`src/rtl/gcd_pkg.sv`:
```
// Shared encodings for the parametrised GCD engine: FSM state codes and
// algorithm mode select values.
package gcd_pkg;

    typedef enum logic [1:0] {
        ST_IDLE   = 2'b00,
        ST_CAL    = 2'b01,
        ST_FINISH = 2'b10
    } state_e;

    localparam logic MODE_SUB = 1'b0;
    localparam logic MODE_BIN = 1'b1;

endpackage

```
`src/rtl/gcd_step_unit.sv`:
```
// One combinational GCD iteration: termination/result detection, then either
// a subtractive Euclid step or a binary (Stein) step depending on mode_r.
module gcd_step_unit
    import gcd_pkg::*;
#(
    parameter int WIDTH = 16,
    parameter int KW    = $clog2(WIDTH) + 1
) (
    input  logic [WIDTH-1:0] a_r,
    input  logic [WIDTH-1:0] b_r,
    input  logic [KW-1:0]    k,
    input  logic             mode_r,
    output logic [WIDTH-1:0] next_a,
    output logic [WIDTH-1:0] next_b,
    output logic [KW-1:0]    next_k,
    output logic             term,
    output logic [WIDTH-1:0] res,
    output logic             zero_err
);

    logic             a_gt_b;
    logic [WIDTH-1:0] diff;

    // Always larger minus smaller, so the subtraction cannot wrap.
    assign a_gt_b = (a_r > b_r);
    assign diff   = a_gt_b ? (a_r - b_r) : (b_r - a_r);

    always_comb begin
        next_a   = a_r;
        next_b   = b_r;
        next_k   = k;
        term     = 1'b0;
        res      = '0;
        zero_err = 1'b0;
        if (a_r == '0 || b_r == '0) begin
            term     = 1'b1;
            res      = a_r | b_r;
            zero_err = (a_r == '0) && (b_r == '0);
        end else if (a_r == b_r) begin
            term = 1'b1;
            res  = (mode_r == MODE_BIN) ? (a_r << k) : a_r;
        end else if (mode_r == MODE_SUB || (a_r[0] && b_r[0])) begin
            if (a_gt_b) begin
                next_a = diff;
            end else begin
                next_b = diff;
            end
        end else if (!a_r[0] && !b_r[0]) begin
            next_a = a_r >> 1;
            next_b = b_r >> 1;
            next_k = k + KW'(1);
        end else if (!a_r[0]) begin
            next_a = a_r >> 1;
        end else begin
            next_b = b_r >> 1;
        end
    end

endmodule

```
`src/rtl/param_gcd_engine.sv`:
```
// Start/done GCD coprocessor: IDLE/CAL/FINISH FSM, saturating iteration
// counter, done-hold window and registered result outputs.
module param_gcd_engine
    import gcd_pkg::*;
#(
    parameter int WIDTH     = 16,
    parameter int CW        = 17,
    parameter int DONE_HOLD = 2
) (
    input  logic             clk,
    input  logic             rst,
    input  logic             start,
    input  logic             mode,
    input  logic [WIDTH-1:0] a,
    input  logic [WIDTH-1:0] b,
    output logic             busy,
    output logic             done,
    output logic [WIDTH-1:0] gcd,
    output logic             err,
    output logic [CW-1:0]    cycles
);

    localparam int KW = $clog2(WIDTH) + 1;
    localparam int HW = (DONE_HOLD > 1) ? $clog2(DONE_HOLD) : 1;
    localparam logic [HW-1:0] HOLD_LAST = HW'(DONE_HOLD - 1);
    localparam logic [CW-1:0] CNT_MAX   = '1;

    state_e           state_q, state_d;
    logic [WIDTH-1:0] a_q, a_d;
    logic [WIDTH-1:0] b_q, b_d;
    logic [KW-1:0]    k_q, k_d;
    logic [CW-1:0]    cnt_q, cnt_d;
    logic [HW-1:0]    hold_q, hold_d;
    logic             mode_q, mode_d;
    logic [WIDTH-1:0] res_q, res_d;
    logic             err_q, err_d;

    logic [WIDTH-1:0] step_a, step_b, step_res;
    logic [KW-1:0]    step_k;
    logic             step_term, step_zero_err;

    gcd_step_unit #(
        .WIDTH (WIDTH),
        .KW    (KW)
    ) u_step (
        .a_r      (a_q),
        .b_r      (b_q),
        .k        (k_q),
        .mode_r   (mode_q),
        .next_a   (step_a),
        .next_b   (step_b),
        .next_k   (step_k),
        .term     (step_term),
        .res      (step_res),
        .zero_err (step_zero_err)
    );

    always_ff @(posedge clk) begin
        if (rst) begin
            state_q <= ST_IDLE;
            a_q     <= '0;
            b_q     <= '0;
            k_q     <= '0;
            cnt_q   <= '0;
            hold_q  <= '0;
            mode_q  <= 1'b0;
            res_q   <= '0;
            err_q   <= 1'b0;
        end else begin
            state_q <= state_d;
            a_q     <= a_d;
            b_q     <= b_d;
            k_q     <= k_d;
            cnt_q   <= cnt_d;
            hold_q  <= hold_d;
            mode_q  <= mode_d;
            res_q   <= res_d;
            err_q   <= err_d;
        end
    end

    always_comb begin
        state_d = state_q;
        a_d     = a_q;
        b_d     = b_q;
        k_d     = k_q;
        cnt_d   = cnt_q;
        hold_d  = hold_q;
        mode_d  = mode_q;
        res_d   = res_q;
        err_d   = err_q;
        case (state_q)
            ST_CAL: begin
                // The terminating cycle is counted as a CAL cycle too.
                cnt_d = (cnt_q == CNT_MAX) ? cnt_q : cnt_q + CW'(1);
                a_d   = step_a;
                b_d   = step_b;
                k_d   = step_k;
                if (step_term) begin
                    state_d = ST_FINISH;
                    res_d   = step_res;
                    err_d   = step_zero_err;
                    hold_d  = HOLD_LAST;
                end
            end
            ST_FINISH: begin
                if (hold_q == '0) begin
                    state_d = ST_IDLE;
                end else begin
                    hold_d = hold_q - HW'(1);
                end
            end
            default: begin
                // IDLE, and the unused encoding which behaves as IDLE.
                state_d = ST_IDLE;
                if (start) begin
                    state_d = ST_CAL;
                    a_d     = a;
                    b_d     = b;
                    mode_d  = mode;
                    k_d     = '0;
                    cnt_d   = '0;
                end
            end
        endcase
    end

    assign busy   = (state_q == ST_CAL);
    assign done   = (state_q == ST_FINISH);
    assign gcd    = done ? res_q : '0;
    assign err    = done & err_q;
    assign cycles = done ? cnt_q : '0;

endmodule
```
`config.mk`:
```
export PLATFORM = sky130hd
export DESIGN_NAME = param_gcd_engine
export DESIGN_NICKNAME = d
export VERILOG_FILES = /design/src/rtl/gcd_pkg.sv /design/src/rtl/gcd_step_unit.sv /design/src/rtl/param_gcd_engine.sv
export SDC_FILE = /design/constraint.sdc
export NUM_CORES = 1
export LEC_CHECK = 0
export CORE_AREA = 2 2 127 129
export DETAILED_ROUTE_END_ITERATION = 7
export DIE_AREA = 0 0 129 131
export REMOVE_ABC_BUFFERS = 1
export SLEW_MARGIN = 40
export SYNTH_ARGS = -nofsm -noshare
export SYNTH_HDL_FRONTEND = slang
export SYNTH_SLANG_ARGS = --single-unit
```
`constraint.sdc`:
```
create_clock -name clk -period 3.8 [get_ports clk]
set_input_delay 0.57 -clock clk [delete_from_list [all_inputs] [get_ports clk]]
set_output_delay 0.57 -clock clk [all_outputs]
set_load 0.01 [all_outputs]
```
==> flow_summary_export.csv <==
group,metric,value,unit
clock_tree,ctsRootBufferMaster,"clkbuf_16",
die,io-pin-count,72,
yosys,avgSynthCellArea,7.70,sq um
hold_path,hold_class,"reg -> reg",
global_routing,grt_max_degree,40,
detailed_routing,wire_per_inst,21.2,um
global_routing,grt.total_usage,0.296,
placed_design,place.gp.congestion,0.981,
pwr,p_per_area,515,nW/um^2
timing,fmax,282,MHz
global_routing,use_met2,0.468,
timing,finClkSkew,0.0111,ns
setup_path,cp_cell_sequence,"inv_1 > ha_1 > nor4_4 > a311o_1 > o211ai_1 > buf_4 > a2111oi_2 > nor3_1 > or3b_4 > a311oi_2",
timing,finalCriticalPeriod,3.55,ns
timing,rsz0062_at_grt,"no",
timing,tightest_slew,0.794,ns
layout,drive_gt1_frac,0.123,
global_routing,grt_pass1_vias,6375,
timing,max_slew_margin,0.470,
run_status,outcome,"finished clean",
placed_design,hpwl,19300,um
timing,hold_viol_final,0,
setup_path,cp.depth,10,
setup_path,reg2reg_slack,0.25,ns
clock_tree,clockBufferDepth,2,
yosys,seq_area_frac_synth,0.220,
setup_path,cp_slowest_stage_delay,0.51,ns
setup_path,worst_setup_path_end_kind,"register",
pwr,max-vdd-ir-drop,0.275,mV
global_routing,grt_pass1_wl,37800,um
run,drv_cap,0,
yosys,synth_cell_type_count,84,
setup_path,crit_end,"b_q[6]",
placed_design,port_buffers,71,
yosys,yosysWarnings,0,
yosys,netlist_instances,887,
yosys,ys.flop_type,"dfxtp_1",
die,die_width,129,um
setup_path,critPathMaxFanout,12,
global_routing,grt_busiest_layer,"met2",
setup_path,crit_required,4.07,ns
global_routing,met3_usage,0.0436,
timing,slew_violations,0,
layout,finish.utilization,0.529,
clock_tree,clk_pin_slew_worst_paths,0.07,ns
setup_path,cp_slowest_cell,"ha_1",
layout,fin_nets,1050,
detailed_routing,detail-route-antenna-nets,0,
die,dieArea,16900,sq um
placed_design,pre_cts_slack,0.204,ns
detailed_routing,drt-initial-drc-count,693,
timing,finalCritPeriodShare,0.934,
hold_path,hold_depth,2,
setup_path,reg2reg_from,"a_q[7]",
die,initial_utilization,0.438,
setup_path,path_buf_inv,2,
clock_tree,cts_sinks,75,
global_routing,grt_overflow,0,
global_routing,antenna_found_initial,0,
detailed_routing,dr_total_vias,7157,
setup_path,startpoint,"a_q[7]",
die,core.rowCount,46,
yosys,async_flop_share,0,
layout,antenna_cells,0,
detailed_routing,via_per_inst,6.07,
clock_tree,clk_latency,0.36,ns
clock_tree,hold_buffers,0,
die,core,15600,sq um
yosys,netlist_area,6830,sq um
setup_path,start_kind,"register",
clock_tree,numCtsBuffers,9,
layout,area_growth,20.9,%
clock_tree,h-tree-depth,3,
global_routing,use_met1,0.404,
detailed_routing,route.detailed.drc,0,
setup_path,cp_data_arrival_time,3.82,ns
timing,setup_viol,0,
timing,setup_ws,0.251,ns
yosys,synth_edf_count,0,
clock_tree,cts_tree,"yes",
setup_path,crit_type,"reg -> reg",
pwr,leakage,3.13,nW
setup_path,r2r_end,"b_q[6]",
layout,fill_cells,1532,
die,fp.dieH,131,um
setup_path,r2r_cells,10,
setup_path,crit_family,"compound AO/OA/AOI/OAI gates",
detailed_routing,firstDrtPassIters,5,
yosys,ys_seq_elements,75,
detailed_routing,drt-total-wl,25000,um
-- metal layers --
| metal | routed length [um] | part of all wire |
|---|---|---|
| met5 | 0 | 0 |
| met4 | 981 | 0.039 |
| met3 | 1970 | 0.079 |
| met2 | 11200 | 0.45 |
| met1 | 10900 | 0.44 |
-- kinds of logic after synthesis --
| kind of cell | Yosys count | synth area share |
|---|---|---|
| AO/OA/AOI/OAI | 290 | 0.301 |
| XOR/XNOR | 16 | 0.0205 |
| adder cells (fa/ha/maj) | 55 | 0.103 |
| buffers and inverters | 124 | 0.0759 |
| flip-flops | 75 | 0.220 |
| multiplexers | 35 | 0.0573 |
| AND/OR/NAND/NOR | 292 | 0.222 |
-- power by group --
group / internal, mW / total, mW / leakage [nW] / switching (mW)
combinational: 0.879 / 2.33 / 2.35 / 1.45
clock: 0.602 / 0.995 / 0.164 / 0.393
sequential: 0.854 / 0.923 / 0.613 / 0.0689
total: 2.34 / 4.25 / 3.13 / 1.91
-- cells in the mapped netlist (all sizes together), types with 4 or more instances --
master    n  area share
buf      24       0.021
a21oi    73       0.054
o221a     4      0.0066
nand4     9      0.0092
nand2b    7      0.0064
or3      15       0.014
o31ai     8       0.010
inv      60       0.033
o211ai    9      0.0099
nor2     82       0.046
clkbuf   39       0.021
and3      6      0.0055
a22oi     5      0.0055
a31oi     6      0.0086
a211oi   17       0.019
xor2     12       0.015
and2     37       0.034
nor3     20       0.015
xnor2     4      0.0051
nor2b     7      0.0064
a221oi   18       0.025
a311oi   14       0.021
o21bai    7      0.0077
nand2    67       0.038
dfxtp    75        0.22
mux2i    29       0.043
o21ai    78       0.059
a221o     5      0.0073
nand3    15       0.012
nor4     19       0.026
ha       53       0.097
a2111oi   8       0.016
a211o     4      0.0051
-- cell type report --
class / instances / area (sq um) / area share
inverter: 61 / 229 / 0.0277
tap: 216 / 270 / 0.0327
multi-input combinational: 688 / 4820 / 0.584
clock buffer: 10 / 239 / 0.0289
clock inverter: 6 / 95.1 / 0.0115
timing repair buffer: 124 / 1100 / 0.134
sequential: 75 / 1500 / 0.182
-- worst reg2reg max path: stages, from the launching register on --
cell,delay [ns]
dfxtp_1,0.48
inv_1,0.15
ha_1,0.51
nor4_4,0.43
a311o_1,0.32
o211ai_1,0.23
buf_4,0.23
a2111oi_2,0.38
nor3_1,0.08
or3b_4,0.42
a311oi_2,0.23
-- state kept, by name, summed over array words and instances, names as in the netlist --
| name | flops |
|---|---|
| hold_q | 1 |
| b_q | 16 |
| a_q | 16 |
| cnt_q | 17 |
| err_q | 1 |
| k_q | 5 |
| state_q | 2 |
| mode_q | 1 |
| res_q | 16 |
-- metrics by stage --
step	TNS [ns]	power, mW	hold slack, ns	area [sq um]	instances
after floorplan	-8.16	2.39	0.465	6540	824
after global placement	0	3.21	0.487	7910	1163
after detailed placement	0	3.18	0.487	7910	1163
after CTS	0	4.18	0.495	8250	1179
after global routing	0	4.44	0.526	8260	1180
final	0	4.25	0.492	8260	1180
-- placed cells by master, fill, tap and decap left out, types with 8 or more instances in the layout --
cell type        count
and2_1              37
ha_1                52
or3_1               14
nand2_1             66
xor2_1              12
a21oi_1             72
dfxtp_1             75
a311oi_1            11
a211oi_1            16
mux2i_1             29
inv_1               60
o21ai_1             10
buf_4               53
nor4_1              15
nor2_1              80
clkbuf_16            9
o21ai_0             67
nand4_1              8
nand3_1             14
a221oi_1            16
o211ai_1             9
clkdlybuf4s50_1     70
nor3_1              20
-- how the worst min path moves through the flow --
stage                    start    endpoint  slack (ns)
floorplan           state_q[1]  state_q[1]        0.47
global placement      cnt_q[5]    cnt_q[5]        0.49
detailed placement   res_q[13]   res_q[13]        0.49
CTS                  res_q[13]   res_q[13]        0.50
global route            hold_q      hold_q        0.53
finish               res_q[12]   res_q[12]        0.49
-- what timing repair did --
item | CTS | global route
hold endpoints to repair | 0 | 0
endpoints found under the setup margin | 0 | 5
resized for setup | 0 | 1
buffers inserted | 0 | 1
Power figures use the tool's default switching activity.
